<file path="src/rtl/mac_tx.sv">
// mac_tx: Ethernet MAC transmit stage.
// Takes a pre-built frame byte stream (dest MAC, source MAC, type, payload) from the upper-layer
// mux. It adds preamble/SFD in front, appends the CRC-32 FCS, enforces the inter-frame gap and
// drives the GMII TX pins.
//
// Optional feature: define MAC_TX_PAD_EN to zero-pad frames shorter than 60 bytes (before FCS).
//
// Ports:
//   clk, rstn      clock (rising edge), synchronous active-low reset
//   mac_tx_req     level request from the upper-layer mux
//   mac_tx_ack     one-cycle acceptance pulse (high while in ACK)
//   frame_ready    upper layer has the frame ready
//   frame_data     frame byte stream
//   frame_end      one-cycle end marker, END_LAG cycles before the final byte
//   mac_data_req   one-cycle pulse starting the byte stream, DATA_LAT cycles ahead of byte 0
//   mac_send_end   one-cycle pulse once the frame and the IFG are complete
//   gmii_txd       GMII transmit data (registered)
//   gmii_tx_en     GMII transmit enable (registered)
module mac_tx #(
  parameter int unsigned DATA_LAT   = 2,
  parameter int unsigned END_LAG    = 1,
  parameter int unsigned IFG_CYCLES = 12,
  parameter int unsigned MAX_FRAME  = 1514,
  parameter logic [15:0] TIMEOUT    = 16'hffff
) (
  input  logic       clk,
  input  logic       rstn,
  input  logic       mac_tx_req,
  output logic       mac_tx_ack,
  input  logic       frame_ready,
  input  logic [7:0] frame_data,
  input  logic       frame_end,
  output logic       mac_data_req,
  output logic       mac_send_end,
  output logic [7:0] gmii_txd,
  output logic       gmii_tx_en
);

  localparam logic [31:0] CrcPoly = 32'hEDB88320;
  // Pulse index chosen so byte 0 lands on gmii_txd right after the SFD.
  localparam logic [15:0] ReqIdx  = 16'(8 - DATA_LAT);
  localparam logic [15:0] IfgLast = 16'(IFG_CYCLES - 1);
  localparam logic [15:0] TmoLast = TIMEOUT - 16'd1;
  localparam logic [10:0] MaxLast = 11'(MAX_FRAME - 1);
`ifdef MAC_TX_PAD_EN
  localparam logic [10:0] PadLast = 11'd59;
`endif

  typedef enum logic [2:0] {
    StIdle, StAck, StWaitReady, StPreamble, StData, StFcs, StIfg, StEnd
  } state_e;

  state_e      state_q, state_d;
  logic [15:0] tmo_q, tmo_d;
  logic [15:0] step_q, step_d;  // position inside PREAMBLE, FCS or IFG
  logic [10:0] byte_cnt_q, byte_cnt_d;
  logic        end_seen_q, end_seen_d;
  logic [1:0]  lag_q, lag_d;    // remaining END_LAG cycles after frame_end
  logic [31:0] crc_q, crc_d;
  logic [7:0]  txd_d;
  logic        tx_en_d;
  logic        send_end_d;
  logic [7:0]  tx_byte;
  logic [31:0] fcs;
  logic        data_last;
`ifdef MAC_TX_PAD_EN
  logic        pad_q, pad_d;
`endif

  // Reflected CRC-32, one byte per call, LSB first.
  function automatic logic [31:0] crc_step(input logic [31:0] crc, input logic [7:0] b);
    logic [31:0] c;
    c = crc;
    for (int i = 0; i < 8; i++) begin
      c = (c >> 1) ^ ((c[0] ^ b[i]) ? CrcPoly : 32'h0);
    end
    return c;
  endfunction

  assign fcs = ~crc_q;

  // Final frame byte: frame_end with no lag, or the lag has run out.
  assign data_last = (frame_end && !end_seen_q && (END_LAG == 0)) ||
                     (end_seen_q && (lag_q == 2'd1));

  always_comb begin
    state_d      = state_q;
    tmo_d        = '0;
    step_d       = step_q;
    byte_cnt_d   = byte_cnt_q;
    end_seen_d   = end_seen_q;
    lag_d        = lag_q;
    crc_d        = crc_q;
    txd_d        = '0;
    tx_en_d      = 1'b0;
    send_end_d   = 1'b0;
    mac_tx_ack   = 1'b0;
    mac_data_req = 1'b0;
    tx_byte      = frame_data;
`ifdef MAC_TX_PAD_EN
    pad_d        = pad_q;
    if (pad_q) tx_byte = 8'h00;
`endif

    // frame_end may arrive before DATA starts when the frame is short.
    if ((state_q == StPreamble || state_q == StData) && frame_end && !end_seen_q) begin
      end_seen_d = 1'b1;
      lag_d      = 2'(END_LAG);
    end else if (end_seen_q && lag_q != 2'd0) begin
      lag_d = lag_q - 2'd1;
    end

    unique case (state_q)
      StIdle: begin
        if (mac_tx_req) state_d = StAck;
      end
      StAck: begin
        mac_tx_ack = 1'b1;
        crc_d      = '1;
        byte_cnt_d = '0;
        end_seen_d = 1'b0;
        lag_d      = '0;
        step_d     = '0;
`ifdef MAC_TX_PAD_EN
        pad_d      = 1'b0;
`endif
        state_d    = StWaitReady;
      end
      StWaitReady: begin
        if (frame_ready) begin
          state_d = StPreamble;
          step_d  = '0;
        end else if (tmo_q >= TmoLast) begin
          state_d = StIdle;
        end else begin
          tmo_d = tmo_q + 16'd1;
        end
      end
      StPreamble: begin
        tx_en_d      = 1'b1;
        txd_d        = (step_q == 16'd7) ? 8'hD5 : 8'h55;
        mac_data_req = (step_q == ReqIdx);
        if (step_q == 16'd7) begin
          state_d = StData;
          step_d  = '0;
        end else begin
          step_d = step_q + 16'd1;
        end
      end
      StData: begin
        tx_en_d = 1'b1;
        txd_d   = tx_byte;
        crc_d   = crc_step(crc_q, tx_byte);
        if (byte_cnt_q != '1) byte_cnt_d = byte_cnt_q + 11'd1;
        if (byte_cnt_q >= MaxLast) begin
          state_d = StFcs;
          step_d  = '0;
        end
`ifdef MAC_TX_PAD_EN
        else if (pad_q) begin
          if (byte_cnt_q >= PadLast) begin
            state_d = StFcs;
            step_d  = '0;
          end
        end else if (data_last) begin
          if (byte_cnt_q < PadLast) begin
            pad_d = 1'b1;
          end else begin
            state_d = StFcs;
            step_d  = '0;
          end
        end
`else
        else if (data_last) begin
          state_d = StFcs;
          step_d  = '0;
        end
`endif
      end
      StFcs: begin
        tx_en_d = 1'b1;
        txd_d   = fcs[{step_q[1:0], 3'b000} +: 8];
        if (step_q == 16'd3) begin
          state_d = StIfg;
          step_d  = '0;
        end else begin
          step_d = step_q + 16'd1;
        end
      end
      StIfg: begin
        if (step_q >= IfgLast) begin
          state_d = StEnd;
        end else begin
          step_d = step_q + 16'd1;
        end
      end
      StEnd: begin
        send_end_d = 1'b1;
        state_d    = StIdle;
      end
      default: state_d = StIdle;
    endcase
  end

  always_ff @(posedge clk) begin
    if (!rstn) begin
      state_q      <= StIdle;
      tmo_q        <= '0;
      step_q       <= '0;
      byte_cnt_q   <= '0;
      end_seen_q   <= 1'b0;
      lag_q        <= '0;
      crc_q        <= 32'hffffffff;
      gmii_txd     <= '0;
      gmii_tx_en   <= 1'b0;
      mac_send_end <= 1'b0;
`ifdef MAC_TX_PAD_EN
      pad_q        <= 1'b0;
`endif
    end else begin
      state_q      <= state_d;
      tmo_q        <= tmo_d;
      step_q       <= step_d;
      byte_cnt_q   <= byte_cnt_d;
      end_seen_q   <= end_seen_d;
      lag_q        <= lag_d;
      crc_q        <= crc_d;
      gmii_txd     <= txd_d;
      gmii_tx_en   <= tx_en_d;
      mac_send_end <= send_end_d;
`ifdef MAC_TX_PAD_EN
      pad_q        <= pad_d;
`endif
    end
  end

endmodule

</file>
<file path="config.mk">
export PLATFORM = sky130hd
export DESIGN_NAME = mac_tx
export DESIGN_NICKNAME = d
export VERILOG_FILES = /design/src/rtl/mac_tx.sv
export SDC_FILE = /design/constraint.sdc
export NUM_CORES = 1
export LEC_CHECK = 0
export ABC_AREA = 1
export ABC_CLOCK_PERIOD_IN_PS = 1750
export CAP_MARGIN = 20
export CORE_MARGIN = 3
export CORE_UTILIZATION = 40
export CTS_CLUSTER_DIAMETER = 60
export DETAILED_ROUTE_END_ITERATION = 8
export SLEW_MARGIN = 10
export SYNTH_ARGS = -nofsm -noshare
export SYNTH_HDL_FRONTEND = slang
export SYNTH_SLANG_ARGS = --single-unit
</file>
<file path="constraint.sdc">
create_clock -name clk -period 1.75 [get_ports clk]
set_input_delay 0.175 -clock clk [delete_from_list [all_inputs] [get_ports clk]]
set_output_delay 0.175 -clock clk [all_outputs]
set_load 0.01 [all_outputs]
</file>
==> results of run 1 <==
[repair_timing]
item / CTS / global route
buffers inserted: 1 / 2
endpoints found under the hold margin: 0 / 0
setup endpoints to repair: 15 / 58
pin swaps: 1 / 16
gates resized for setup: 8 / 57
[cell type report]
cell class / instances / area [sq um] / share of cell area (%)
tap: 180 / 225 / 3.02
multi-input combinational: 702 / 3680 / 49.3
clock buffer: 10 / 229 / 3.07
sequential: 91 / 1840 / 24.6
inverter: 114 / 437 / 5.86
clock inverter: 6 / 71.3 / 0.957
timing repair buffer: 115 / 977 / 13.1
[metal layers]
metal | vias up | global-route usage (%) | wire (microns)
met3 | 30 | 4.56 | 911
met4 | 0 | 6.31 | 358
met2 | 155 | 32.2 | 7390
met1 | 2711 | 29.6 | 8000
met5 | - | 0 | 0
li1 | 3196 | - | -
[where the power goes]
| part | switching (mW) | internal (mW) |
|---|---|---|
| clock | 0.897 | 1.12 |
| combinational | 3.51 | 2.26 |
| sequential | 0.327 | 2.49 |
[state kept, by name, summed over array words and instances, names as in the netlist]
| register | count |
|---|---|
| step_q | 16 |
| state_q | 3 |
| tmo_q | 16 |
| byte_cnt_q | 11 |
| crc_q | 32 |
| lag_q | 2 |
| end_seen_q | 1 |
| gmii_txd | 8 |
| gmii_tx_en | 1 |
| mac_send_end | 1 |
[cells in the mapped netlist (all sizes together), types with 6 or more instances]
cell type  instances
nand2            293
inv              112
nor2              93
dfxtp             91
nand3             70
a21oi             66
o21ai             64
xor2              31
o211ai            16
buf               15
nor3              15
nand4             13
xnor2             10
clkbuf             9
ha                 8
or2                6
[tightest hold or removal path, delay by kind of cell]
family | cells | cell delay, ns
simple gates | 2 | 0.19
buf+inv | 1 | 0.13
[cell usage in the layout (no fill, tap or decap), types with 3 or more instances in the layout]
cell type        netlist  routed
a21oi_2                3       3
or2_2                  5       5
nor2_1                85      79
nor3_1                12      12
nand2_1              278     272
buf_6                  2       4
buf_4                  1      83
dfxtp_1               91      81
o21ai_1                5       6
a32oi_1                3       3
o21a_1                 3       3
ha_1                   8       7
xnor2_1               10       9
o21ai_2                4       6
o21ai_0               55      51
inv_2                 10       9
inv_1                102     101
dfxtp_2                0       9
o211ai_1              16      16
clkinvlp_4             0       3
xor2_1                31      31
nor2_2                 6       8
a21oi_1               62      60
clkdlybuf4s50_1        0      21
nor2_4                 2       6
nand2_2               13      16
clkbuf_16              0       9
a21oi_4                1       3
nand3_1               69      66
buf_12                 0       4
nand4_1               12      12
nand3_2                1       4
nand2_4                2       4
[cell families after synthesis]
logic type / share of synthesized area (%)
buffers and inverters: 9.54
DFF: 30.9
adders and majority gates: 1.70
AOI/OAI and AO/OA: 15.4
xor gates and xnor gates: 6.10
and+or+nand+nor: 36.3
[final timing paths]
kind                                      end      start  slack, ns  cells after the start
worst max-delay path                step_q[8]  step_q[6]       0.07                     11
worst min-delay path            byte_cnt_q[6]       rstn       0.18                      3
worst max register to register      step_q[8]  step_q[6]       0.07                     11
worst min register to register       tmo_q[7]   tmo_q[7]       0.48                      2
==> impl_metrics.yaml, run 1 <==
clock_network:
  clk_path_buf_depth: 2
  cts_root_buf: "clkbuf_16"
  cts_buffers: 9
  cts_hold_buf: 0
  cts_sinks: 91
  htreeDepth: 3
  clk_latency_ns: 0.36
  clkSlewWorstSetupHoldPaths_ns: 0.07
  cts_tree: "yes"
synthesis:
  synth_area_sq_um: 5890
  async_flop_share_pct: 0
  synth_edf_count: 0
  ys_seq_area_share_pct: 30.9
  synth-seq-cells: 91
  yosys_warnings: 0
  avgSynthCellArea_sq_um: 6.33
  synth_top_area_share_pct: 30.9
  synth.area.top_cells: "dfxtp_1 31%, nand2_1 18%, inv_1 6.5%"
  synth_cells: 931
  synth_cell_types: 44
  syn_nets: 952
  synth_top_cell_by_area: "dfxtp_1"
  synth-main-ff-cell: "dfxtp_1"
worst_setup_path:
  required_ns: 2.05
  worst_path_max_delay_cell: "dfxtp_1"
  crit_buf_inv: 2
  slowest_delay_ns: 0.31
  endpoint_kind: "flip-flop"
  cp_data_arrival_time_ns: 1.98
  path_cells: "nor2_1 -> nand2_2 -> buf_4 -> nor2_2 -> nand2_2 -> a21oi_4 -> nand2_8 -> buf_6 -> o21ai_2 -> nand2_1 -> nor2_1"
  start_kind: "flip-flop"
  cp_top_family: "simple AND/OR/NAND/NOR gates"
  criticalPathCategory: "reg -> reg"
  crit_fanout: 10
grt:
  antenna_found_initial: 0
  overflow: 0
  grt_start_max_net_pins: 36
  grt_pass1_vias: 5614
  grt_pass1_wl_mm: 27.7
  grt_usage_pct: 21.0
finish:
  area_growth_pct: 26.6
  antennaDiodeCount: 0
  drive_gt1_share_pct: 19.0
  nets: 1054
  instances_no_fill: 1218
  finalCoreUtilization_pct: 52.7
  n_fill_cell: 1434
  final_area_sq_um: 7450
routing:
  vias: 6092
  drtAntennaViolNets: 0
  routed_wl_mm: 16.7
  viasPerCell: 5.00
  wl_per_cell_microns: 13.7
  drt_pass1_iterations: 5
  detail_route.iter0.violations: 504
  route.detailed.drc: 0
timing:
  fmax_mhz: 595
  finalHoldViolCount: 0
  slew-limit-headroom_pct: 69.6
  slew_viol_final: 0
  fin_skew_ns: 0.0110
  min_period_ns: 1.68
  fin_crit_sh_pct: 96.0
  fin_hold_ws_ns: 0.181
  finalSetupViolCount: 0
  grt_setup_unrepaired: "true"
  finalWorstSetupSlack_ns: 0.0696
  tns_ns: 0
  tightest_slew_ns: 0.456
floorplan:
  io_pins: 25
  die_x_microns: 127
  start_util_pct: 41.6
  die_height_microns: 127
  die_area_sq_um: 16200
  rows: 43
  core_area_sq_um: 14100
run:
  maxCapViolCount: 0
place:
  port_buffers: 24
  place_congestion: 0.859
  dpl-instance-area_sq_um: 6930
  dp_slack_ns: -0.229
  place.detailed.instances: 1199
  dp_hpwl_mm: 12.2
pwr:
  ir_drop_v: 0.000583
  p_per_area_nw_per_um2: 1420
  p_total_mw: 10.6
  power_leakage_nw: 3.34
hold_path:
  hold_path_class: "in -> reg"
run_status:
  status: "complete, no violations"
No activity file was read; power rests on OpenSTA's default activity.
==> run 2, diff against run 1 <==
- CORE_MARGIN: 3 -> 2
==> impl_metrics.yaml, run 2 (synthesized netlist as in run 1, its figures left out) <==
run_status:
  status: "complete, no violations"
finish:
  drive_gt1_share_pct: 18.8
  nets: 1060
  mostFrequentLayoutCell: "nand2_1"
  final_cell_mix: "272 x nand2_1, 101 x inv_1, 91 x buf_4"
  ff_latch_area_sq_um: 1840
  multi_input_area_sq_um: 3640
  instances_no_fill: 1227
  n_fill_cell: 1460
  antennaDiodeCount: 0
  reg_top3: "crc_q (32), step_q (16), tmo_q (16)"
  area_growth_pct: 26.6
  regMostFlops: "crc_q"
  largest_reg_flops: 32
clock_network:
  clk_path_buf_depth: 2
  cts_sinks: 91
  clk_latency_ns: 0.36
  htreeDepth: 3
  cts_tree: "yes"
  cts_buffers: 9
  clkSlewWorstSetupHoldPaths_ns: 0.07
  cts_root_buf: "clkbuf_16"
  cts_hold_buf: 0
timing:
  fmax_mhz: 586
  slew_viol_final: 0
  slew-limit-headroom_pct: 66.1
  finalHoldViolCount: 0
  fin_hold_ws_ns: 0.142
  tightest_slew_ns: 0.509
  fin_crit_sh_pct: 97.5
  finalSetupViolCount: 0
  min_period_ns: 1.71
  grt_setup_unrepaired: "true"
  fin_skew_ns: 0.00722
routing:
  drtAntennaViolNets: 0
  detail_route.iter0.violations: 455
  drt_pass1_iterations: 5
  route.detailed.drc: 0
  routed_wl_mm: 17.0
  viasPerCell: 5.01
  vias: 6145
  wl_per_cell_microns: 13.9
grt:
  antenna_found_initial: 0
  grt_start_max_net_pins: 40
  grt_pass1_wl_mm: 27.6
  grt_usage_pct: 21.7
  grt_pass1_vias: 5531
  overflow: 0
pwr:
  p_sw_share_pct: 44.1
  power_frac_seq_pct: 26.2
  p_clk_share_pct: 18.7
  p_per_area_nw_per_um2: 1430
  ir_drop_v: 0.000743
  comb_power_share_pct: 55.1
  internal_power_mw: 5.97
  power_leakage_nw: 3.35
  power_switching_mw: 4.70
worst_setup_path:
  slowest_delay_ns: 0.36
  crit_fanout: 8
  endpoint_kind: "flip-flop"
  cp_top_family: "simple AND/OR/NAND/NOR gates"
  cp_data_arrival_time_ns: 1.96
  required_ns: 2.01
  reg2reg_depth: 11
  start_kind: "flip-flop"
  worst_path_max_delay_cell: "dfxtp_4"
  r2r-start: "step_q[1]"
  path_cells: "ha_4 -> nor2_4 -> nor2_2 -> nor2_2 -> nand2_2 -> a21oi_4 -> nand2_4 -> buf_4 -> buf_4 -> a21oi_1 -> nor2_1"
  r2r_end: "step_q[3]"
  crit_buf_inv: 2
  ff2ff_setup_slack_ns: 0.04
  criticalPathCategory: "reg -> reg"
floorplan:
  io_pins: 25
  rows: 44
  die_x_microns: 125
  core_area_sq_um: 14500
  die_area_sq_um: 15700
  die_height_microns: 125
  start_util_pct: 40.7
place:
  place_congestion: 0.897
  place.detailed.instances: 1205
  dp_hpwl_mm: 12.4
  port_buffers: 24
hold_path:
  hold_path_class: "in -> reg"
  hold_start: "rstn"
  whs_path_depth: 3
  whs_endpoint: "state_q[1]"
run:
  maxCapViolCount: 0
run 2: cell types whose count changed in the layout (fill, tap and decap cells not counted), moves of 2 or more:
cell and delta:
buf_4 +8, buf_6 -3, nand3_1 +3, nand3_2 -3, a21oi_2 -2, dfxtp_2 -2, a21oi_1 +2
run 2: worst max-delay path by stage:
| stage | endpoint | depth (start not counted) | slack (ns) | start |
|---|---|---|---|---|
| 2_1_floorplan | step_q[15] | 11 | 0.1 | step_q[0] |
| 3_3_place_gp | crc_q[13] | 9 | -0.24 | frame_data[5] |
| 3_5_place_dp | crc_q[5] | 11 | -0.24 | frame_data[1] |
| 4_1_cts | mac_data_req | 5 | -0.004 | step_q[0] |
| 5_1_grt | step_q[9] | 11 | -0.07 | step_q[1] |
| 6_report | step_q[3] | 11 | 0.04 | step_q[1] |
run 2: repair_timing:
item                       CTS  global route
setup endpoints to repair   14            43
gates resized for setup      7            45
pin swaps                    2             9
hold endpoints to repair     0             0
buffers inserted             0             6
cloned                       0             1
run 2: power groups by stage:
stage | Clock (mW) | Combinational [mW] | Sequential, mW
after CTS | 2.04 | 5.56 | 2.77
after global placement | 0 | 5.49 | 2.81
after floorplan | 0 | 3.66 | 2.77
after global routing | 2.12 | 6.52 | 2.85
after detailed placement | 0 | 5.51 | 2.81
final | 1.99 | 5.88 | 2.80
run 2: tightest hold or removal path, delay by kind of cell:
family                 cells  cell delay [ns]
buffers and inverters      1             0.17
and+or+nand+nor            2             0.12
run 2: stage by stage:
stage	TNS, ns	setup WS, ns	utilization, %	power, mW	cell area (sq um)
detailed placement	-4.37	-0.244	48.0	8.32	6950
finish	0	0.0437	51.5	10.7	7460
CTS	-0.00552	-0.00401	50.1	10.4	7260
floorplan	0	0.0994	-	6.43	5890
global placement	-3.66	-0.236	48.0	8.29	6950
global route	-0.602	-0.0704	51.5	11.5	7460
run 2: area by class of cell:
class	instances	area share, %
Sequential cell	91	24.6
Timing Repair Buffer	121	13.8
Clock inverter	6	0.889
Multi-Input combinational cell	702	48.8
Clock buffer	9	3.02
Inverter	114	5.77
Tap cell	184	3.09
run 2: metal layers:
metal  part of all wire (%)  global-route usage [%]
met5                      0                       0
met4                    1.8                    5.82
met3                    4.5                    4.58
met2                     46                    34.9
met1                     48                    29.5
==> run 3, diff against run 2 <==
- RECOVER_POWER: not set -> 100
==> impl_metrics.yaml, run 3 (synthesized netlist as in run 1, its figures left out) <==
run:
  maxCapViolCount: 0
finish:
  largest_reg_flops: 32
  drive_gt1_share_pct: 18.5
  reg_top3: "crc_q (32), step_q (16), tmo_q (16)"
  antennaDiodeCount: 0
  final_cell_mix: "272 x nand2_1, 101 x inv_1, 84 x buf_4"
  mostFrequentLayoutCell: "nand2_1"
  nets: 1060
  regMostFlops: "crc_q"
  area_growth_pct: 26.2
clock_network:
  htreeDepth: 3
  cts_tree: "yes"
  clkSlewWorstSetupHoldPaths_ns: 0.07
  cts_root_buf: "clkbuf_16"
  cts_sinks: 91
  clk_latency_ns: 0.36
  clk_path_buf_depth: 2
  cts_buffers: 9
routing:
  drt_pass1_iterations: 5
  detail_route.iter0.violations: 473
  wl_met3_microns: 773
  met2WireLength_mm: 7.72
  topRoutingLayerUsed: "met4"
  vias: 6136
  wl_per_cell_microns: 13.8
  route.detailed.drc: 0
  drtAntennaViolNets: 0
  wl_met1_mm: 8.21
  routed_wl_mm: 17.0
  viasPerCell: 5.00
timing:
  tightest_slew_ns: 0.513
  fmax_mhz: 577
  fin_skew_ns: 0.00581
  slew_viol_final: 0
  finalHoldViolCount: 0
  finalWorstSetupSlack_ns: 0.0162
  min_period_ns: 1.73
  finalSetupViolCount: 0
  slew-limit-headroom_pct: 65.8
  fin_crit_sh_pct: 99.1
  grt_setup_unrepaired: "true"
place:
  dp_hpwl_mm: 12.4
  port_buffers: 24
  dp_slack_ns: -0.244
  place_congestion: 0.897
worst_setup_path:
  slowest_delay_ns: 0.38
  crit_start: "step_q[1]"
  criticalPathCategory: "reg -> reg"
  path_common_cell: "a21oi_1"
  cp_data_arrival_time_ns: 2.00
  r2r-start: "step_q[1]"
  crit_fanout: 9
  endpoint: "gmii_txd[6]"
  reg2reg_depth: 8
  endpoint_kind: "flip-flop"
  ff2ff_setup_slack_ns: 0.02
  r2r_end: "gmii_txd[6]"
  required_ns: 2.02
  start_kind: "flip-flop"
  path_cells: "clkbuf_2 -> clkinv_1 -> clkbuf_2 -> o21ai_0 -> a21oi_1 -> nor3_1 -> a21oi_1 -> a21oi_1"
  worst_path_max_delay_cell: "dfxtp_4"
grt:
  grt_usage_pct: 21.7
  grt_pass1_wl_mm: 27.6
  overflow: 0
  grt_start_max_net_pins: 40
  antenna_found_initial: 0
  grt_pass1_vias: 5531
floorplan:
  rows: 44
  die_height_microns: 125
  die_area_sq_um: 15700
  io_pins: 25
  core_area_sq_um: 14500
  start_util_pct: 40.7
  die_x_microns: 125
run_status:
  status: "complete, no violations"
pwr:
  ir_drop_v: 0.000741
  p_per_area_nw_per_um2: 1430
  power_leakage_nw: 3.38
  p_total_mw: 10.6
hold_path:
  hold_path_class: "in -> reg"
[run 3: cell count changes in the layout (fill, tap and decap cells not counted), sizes merged]
cell | before | now
clkdlybuf4s50 | 21 | 11
dlygate4sd3 | 0 | 10
buf | 97 | 90
clkbuf | 11 | 18
[run 3: routing by layer]
metal / vias to the layer above / track usage, %
li1: 3207 / -
met1: 2751 / 29.5
met2: 155 / 34.9
met3: 23 / 4.58
met4: 0 / 5.82
met5: - / 0
[run 3: worst min-delay path by stage]
stage / startpoint / to / slack (ns) / cells past startpoint
floorplan: frame_data[1] / gmii_txd[1] / 0.31 / 2
global placement: tmo_q[7] / tmo_q[7] / 0.47 / 2
detailed placement: tmo_q[7] / tmo_q[7] / 0.48 / 2
CTS: rstn / state_q[1] / 0.13 / 3
global route: rstn / state_q[2] / 0.14 / 3
finish: rstn / state_q[1] / 0.14 / 3
[run 3: what timing repair did]
action	CTS	global route
setup endpoints to repair	14	43
resized for setup	7	45
buffers inserted	0	6
cloned	0	1
hold buffers	0	0
pin swaps	2	9
[run 3: cell type report]
cell class | instances | area [sq um]
Fill cell | 1469 | 7050
Timing Repair Buffer | 121 | 1010
Sequential cell | 91 | 1840
Tap cell | 184 | 230
Multi-Input combinational cell | 702 | 3630
Inverter | 114 | 430
Clock inverter | 6 | 66.3
Clock buffer | 9 | 225
[run 3: critical path, delay by kind of cell, from the launching register on]
family          cells  cell delay [ns]
simple gates        1             0.20
compound gates      4             0.41
buf+inv             3             0.66
flops               1             0.38
[run 3: stage by stage]
step	util (%)	cell area [sq um]	hold slack, ns	std cells	TNS [ns]
after global routing	51.3	7430	0.142	1227	-0.765
after global placement	48.0	6950	0.472	1205	-3.66
final	51.3	7430	0.145	1227	0
after CTS	50.1	7260	0.129	1220	-0.00552
after detailed placement	48.0	6950	0.478	1205	-4.37
after floorplan	-	5890	0.308	931	0
[run 3: power by group]
part	switching, mW	internal [mW]	leakage, nW	total [mW]
logic	3.51	2.34	2.50	5.85
clock network	0.881	1.10	0.134	1.98
registers	0.304	2.49	0.743	2.80
total	4.69	5.93	3.38	10.6
